### src/rtl/snake_move_scheduler.sv
// Snake game move scheduler: paces moves from a tick divider, validates the next head
// against walls and the body (scanned one segment per cycle), then commits the shift.
module snake_move_scheduler #(
  parameter int TICK_DIV = 10000000,
  parameter int MAX_LEN  = 16
) (
  input  logic       Clk,
  input  logic       Reset,
  input  logic       BtnU,
  input  logic       BtnD,
  input  logic       BtnL,
  input  logic       BtnR,
  input  logic       grow_req,
  input  logic [3:0] rd_x,
  input  logic [3:0] rd_y,
  output logic [3:0] rd_idx,
  output logic [3:0] head_x,
  output logic [3:0] head_y,
  output logic [4:0] len,
  output logic       body_init,
  output logic       shift_en,
  output logic       shift_grow,
  output logic       q_Ini,
  output logic       q_Run,
  output logic       q_Lose
);
  localparam int            CW        = (TICK_DIV > 1) ? $clog2(TICK_DIV) : 1;
  localparam logic [CW-1:0] TICK_LAST = CW'(TICK_DIV - 1);
  localparam logic [4:0]    LEN_MAX   = 5'(MAX_LEN);

  typedef enum logic [5:0] {
    S_INI    = 6'b000001,
    S_WAIT   = 6'b000010,
    S_CALC   = 6'b000100,
    S_SCAN   = 6'b001000,
    S_COMMIT = 6'b010000,
    S_LOSE   = 6'b100000
  } state_t;

  typedef enum logic [1:0] {DIR_U, DIR_D, DIR_L, DIR_R} dir_t;

  state_t        state;
  dir_t          dir;
  dir_t          pend_dir;
  dir_t          btn_dir;
  dir_t          opp_dir;
  logic [CW-1:0] cnt;
  logic          moving;
  logic          tick_pend;
  logic          tick;
  logic          grow;
  logic          btn_any;
  logic          accept;
  logic          wall;
  logic          hit;
  logic [3:0]    nx;
  logic [3:0]    ny;
  logic [3:0]    nhx;
  logic [3:0]    nhy;
  logic [4:0]    scan_last;

  // One-hot state bits drive the LEDs directly so they stay flop outputs
  assign q_Ini  = state[0];
  assign q_Run  = |state[4:1];
  assign q_Lose = state[5];

  always_comb begin
    btn_dir = DIR_R;
    if (BtnU)      btn_dir = DIR_U;
    else if (BtnD) btn_dir = DIR_D;
    else if (BtnL) btn_dir = DIR_L;
    case (dir)
      DIR_U:   opp_dir = DIR_D;
      DIR_D:   opp_dir = DIR_U;
      DIR_L:   opp_dir = DIR_R;
      default: opp_dir = DIR_L;
    endcase
  end

  assign btn_any   = BtnU | BtnD | BtnL | BtnR;
  assign accept    = q_Run & btn_any & (btn_dir != opp_dir);
  assign tick      = q_Run & moving & (cnt == TICK_LAST);
  assign scan_last = grow ? (len - 5'd1) : (len - 5'd2);
  assign hit       = (rd_x == nhx) && (rd_y == nhy);

  always_comb begin
    nx   = head_x;
    ny   = head_y;
    wall = 1'b0;
    case (pend_dir)
      DIR_U:   if (head_y == 4'd0)  wall = 1'b1; else ny = head_y - 4'd1;
      DIR_D:   if (head_y == 4'd15) wall = 1'b1; else ny = head_y + 4'd1;
      DIR_L:   if (head_x == 4'd0)  wall = 1'b1; else nx = head_x - 4'd1;
      default: if (head_x == 4'd15) wall = 1'b1; else nx = head_x + 4'd1;
    endcase
  end

  always_ff @(posedge Clk or posedge Reset) begin
    if (Reset) begin
      state      <= S_INI;
      cnt        <= '0;
      tick_pend  <= 1'b0;
      moving     <= 1'b0;
      dir        <= DIR_R;
      pend_dir   <= DIR_R;
      rd_idx     <= '0;
      shift_en   <= 1'b0;
      shift_grow <= 1'b0;
      body_init  <= 1'b0;
      head_x     <= 4'd4;
      head_y     <= 4'd8;
      len        <= 5'd3;
      grow       <= 1'b0;
      nhx        <= '0;
      nhy        <= '0;
    end else begin
      body_init  <= 1'b0;
      shift_en   <= 1'b0;
      shift_grow <= 1'b0;
      // An equal-direction press still starts the snake but leaves pend_dir alone
      if (accept) begin
        moving <= 1'b1;
        if (btn_dir != dir) pend_dir <= btn_dir;
      end
      if (q_Run && moving) cnt <= tick ? '0 : cnt + 1'b1;
      if (tick && (state != S_WAIT)) tick_pend <= 1'b1;
      case (state)
        S_INI: begin
          if (!body_init) begin
            body_init <= 1'b1;
            head_x    <= 4'd4;
            head_y    <= 4'd8;
            len       <= 5'd3;
            dir       <= DIR_R;
            pend_dir  <= DIR_R;
            moving    <= 1'b0;
            cnt       <= '0;
            tick_pend <= 1'b0;
          end else begin
            state <= S_WAIT;
          end
        end
        S_WAIT: begin
          if (tick || tick_pend) begin
            tick_pend <= 1'b0;
            state     <= S_CALC;
          end
        end
        S_CALC: begin
          dir    <= pend_dir;
          nhx    <= nx;
          nhy    <= ny;
          grow   <= grow_req;
          rd_idx <= '0;
          state  <= wall ? S_LOSE : S_SCAN;
        end
        S_SCAN: begin
          if (hit) begin
            state <= S_LOSE;
          end else if ({1'b0, rd_idx} == scan_last) begin
            // Head and length update as COMMIT is entered so the datapath sees the
            // new head on head_x/head_y while shift_en is high.
            state      <= S_COMMIT;
            shift_en   <= 1'b1;
            shift_grow <= grow;
            head_x     <= nhx;
            head_y     <= nhy;
            if (grow && (len < LEN_MAX)) len <= len + 5'd1;
          end else begin
            rd_idx <= rd_idx + 4'd1;
          end
        end
        S_COMMIT: state <= S_WAIT;
        S_LOSE:   state <= S_LOSE;
        default:  state <= S_INI;
      endcase
    end
  end
endmodule

### config.mk
export PLATFORM = sky130hd
export DESIGN_NAME = snake_move_scheduler
export DESIGN_NICKNAME = d
export VERILOG_FILES = /design/src/rtl/snake_move_scheduler.sv
export SDC_FILE = /design/constraint.sdc
export NUM_CORES = 1
export LEC_CHECK = 0
export BUFFER_PORTS_ARGS = -buffer_cell sky130_fd_sc_hd__buf_2
export CAP_MARGIN = 20
export CORE_MARGIN = 4
export CORE_UTILIZATION = 30
export DETAILED_ROUTE_END_ITERATION = 10
export PLACE_DENSITY = 0.56
export SLEW_MARGIN = 20
export SYNTH_ARGS = -nofsm -noshare
export SYNTH_HDL_FRONTEND = slang
export SYNTH_SLANG_ARGS = --single-unit
### constraint.sdc
create_clock -name Clk -period 2.1 [get_ports Clk]
set_input_delay 0.21 -clock Clk [delete_from_list [all_inputs] [get_ports Clk]]
set_output_delay 0.21 -clock Clk [all_outputs]
set_load 0.01 [all_outputs]
==> metrics <==
first-pass detailed-route iteration total 4; Initial DRC Count 236; sequential-to-total area share from yosys stat 0.418; Clock Sink Count 65; largest net degree at the start of global routing 66; Antenna Violating Nets Remaining 0; Port Buffer Count 37; EDFF count, synth 0; Slew @ Worst Pin 0.631 ns; clk_lat worst skew 0.34 ns; initial core utilization 0.308; Reg power frac 0.419; nets 521; H-tree depth 3; Switching Share 0.230; Pins Over Slew Limit 0; RSZ-0062 raised after global routing yes; status complete, but fails checks; vias in the first global route 3316; Die W 122 um; Hold Crit Class in -> reg; crit path capture type flip-flop; All-Layer GR Usage 0.142; warnings from Yosys 0; core area 0.0127 mm2; fin crit share 1.04; I/O Pins 38; asr flop ratio synth 1.00; pwr dens 667 mW/mm2; slew margin rel. 0.575; Worst setup SP type flip-flop; most used flip-flop cell after synthesis dfrtp_1; HPWL Detailed 6840 um; # placed instances 650; drt wl/cell 14.5 um; Area Growth Syn to Fin 26.7%; Min-Delay Path Depth 3; leakage 2.29 nW; commonest cells after routing, fill and taps aside dfrtp_1 (56), nor2_1 (44), nand2_1 (41), buf_2 (37), buf_4 (34); CTS clk-pin slew, worst paths 0.06 ns; gr ovfl total 0; Setup WS post-layout -0.0870 ns; Internal 2.55 mW; maximum VDD drop 396 uV; Fin. Hold Viols 0; CTS tree yes; num rows 41; root buf cell clkbuf_16; WS Path Type reg -> reg; vias per cell 4.88; Die H 122 um; total number of vias 3270; Diodes inserted 0; synth top area cells dfrtp_1 (36%), xnor2_1 (6.9%), dfstp_2 (6.0%); worst path arrival time 2.45 ns; fin cells 670; Req. time, crit path 2.36 ns; first-pass GRT wire length 16600 um; initial antenna violation count 0; Comb pwr share 0.085; Synth Register Bits 65; worst reg-to-reg path cell count 8; final period demand of the worst path 2.19 ns; Final Core Density 0.390; Routed Wire Length 9690 um; failing checks setup timing; Switching Power 0.764 mW; Yosys top cell area share 0.357; CTS Buf Count 9; Post-Syn Instances 429; synthesized area 0.00392 mm2; final weighted congestion in routability-driven placement 0.875; critical path peak fanout 4; Clock power frac 0.495; die area 0.0150 mm2; commonest non-fill, non-tap cell in the layout dfrtp_1; post-synth cell types 55; fraction of layout cells with a size suffix above 1 0.253; largest area contributor in the netlist dfrtp_1; syn nets 457; Clock Skews 0.00956 ns; Final Setup Violations 17; syn avg cell area 9.14 um2; Max Root-Sink Buffers 2; Max-cap violations 0; DRC 0; Peak Freq 457 MHz
[cells in the mapped netlist, drive strengths merged (5+ instances only)]
| master | count |
|---|---|
| inv | 27 |
| nor2 | 44 |
| nand3 | 17 |
| and3 | 8 |
| buf | 10 |
| mux2i | 11 |
| a21oi | 15 |
| dfstp | 9 |
| xor2 | 12 |
| o21ai | 18 |
| ha | 13 |
| nand4 | 10 |
| dfrtp | 56 |
| clkbuf | 13 |
| nor3 | 13 |
| mux2 | 5 |
| a211oi | 6 |
| nand2 | 41 |
| xnor2 | 31 |
| nor4 | 13 |
[state kept, by name, indices dropped and copies added, names as in the netlist, 2 cells and up]
name	flops
pend_dir	2
head_y	4
nhx	4
len	5
dir	2
head_x	4
nhy	4
state	6
rd_idx	4
cnt	24
[path summary, 6_finish.rpt]
kind | start | slack, ns | to
max | len[1] | -0.09 | len[1]
min | grow_req | 0.09 | grow
max reg2reg | len[1] | -0.09 | len[1]
min reg2reg | nhx[2] | 0.53 | head_x[2]
max in group asynchronous | Reset | 1.27 | state[0]
min in group asynchronous | Reset | 0.49 | cnt[16]
[power groups by stage]
stage / logic, mW / clock network [mW] / registers, mW
after floorplan: 0.206 / 0 / 1.40
after global placement: 0.279 / 0 / 1.41
after detailed placement: 0.284 / 0 / 1.41
after CTS: 0.289 / 1.69 / 1.39
after global routing: 0.341 / 1.74 / 1.40
final: 0.283 / 1.64 / 1.39
[final cells by class]
| type | instances | area (um2) |
|---|---|---|
| clock buffer | 13 | 260 |
| timing repair buffer | 76 | 513 |
| fill | 1313 | 7760 |
| multi-input combinational | 314 | 2170 |
| tap | 172 | 215 |
| inverter | 27 | 104 |
| sequential | 65 | 1640 |
| clock inverter | 3 | 65.1 |
[stage by stage]
| stage | setup slack [ns] | hold WS [ns] | area, um2 | total power, mW | TNS (ns) |
|---|---|---|---|---|---|
| detailed placement | -0.0850 | 0.316 | 4540 | 1.69 | -0.961 |
| global placement | -0.0596 | 0.311 | 4540 | 1.69 | -0.383 |
| floorplan | -0.117 | 0.327 | 3970 | 1.60 | -0.366 |
| CTS | -0.0699 | 0.0882 | 4940 | 3.37 | -0.649 |
| finish | -0.0870 | 0.0926 | 4970 | 3.31 | -0.599 |
| global route | -0.152 | 0.105 | 4970 | 3.49 | -1.68 |
[cell families (layout without fill, tap and decap cells)]
family                     Yosys count  count (layout)  share of synthesized area
AOI/OAI and AO/OA                   68              68                      0.119
buffers and inverters               50             119                     0.0533
DFF                                 65              65                      0.418
muxes                               16              16                     0.0425
xor gates and xnor gates            43              43                     0.0961
adders and majority gates           13              13                     0.0415
and+or+nand+nor                    174             174                      0.230
[worst max-delay path: stages (launching register included)]
cell	delay, ns
dfstp_2	0.55
inv_4	0.06
ha_4	0.27
nor3b_2	0.04
a21o_1	0.15
o32a_1	0.42
buf_6	0.16
nand4_1	0.16
mux2_4	0.32
[metal layers]
metal  GRT usage  vias up  wire [um]
met1       0.181     1588       4530
met3      0.0336       10        262
li1            -     1629          -
met5           0        -          0
met2       0.229       43       4730
met4      0.0588        0        159
[repair_timing]
item / CTS / global route
gates resized for setup: 10 / 4
hold buffers: 1 / 0
pin swaps: 6 / 5
buffers inserted: 2 / 1
hold endpoints to repair: 56 / 0
setup endpoints to repair: 14 / 38
Power figures use the tool's default switching activity.
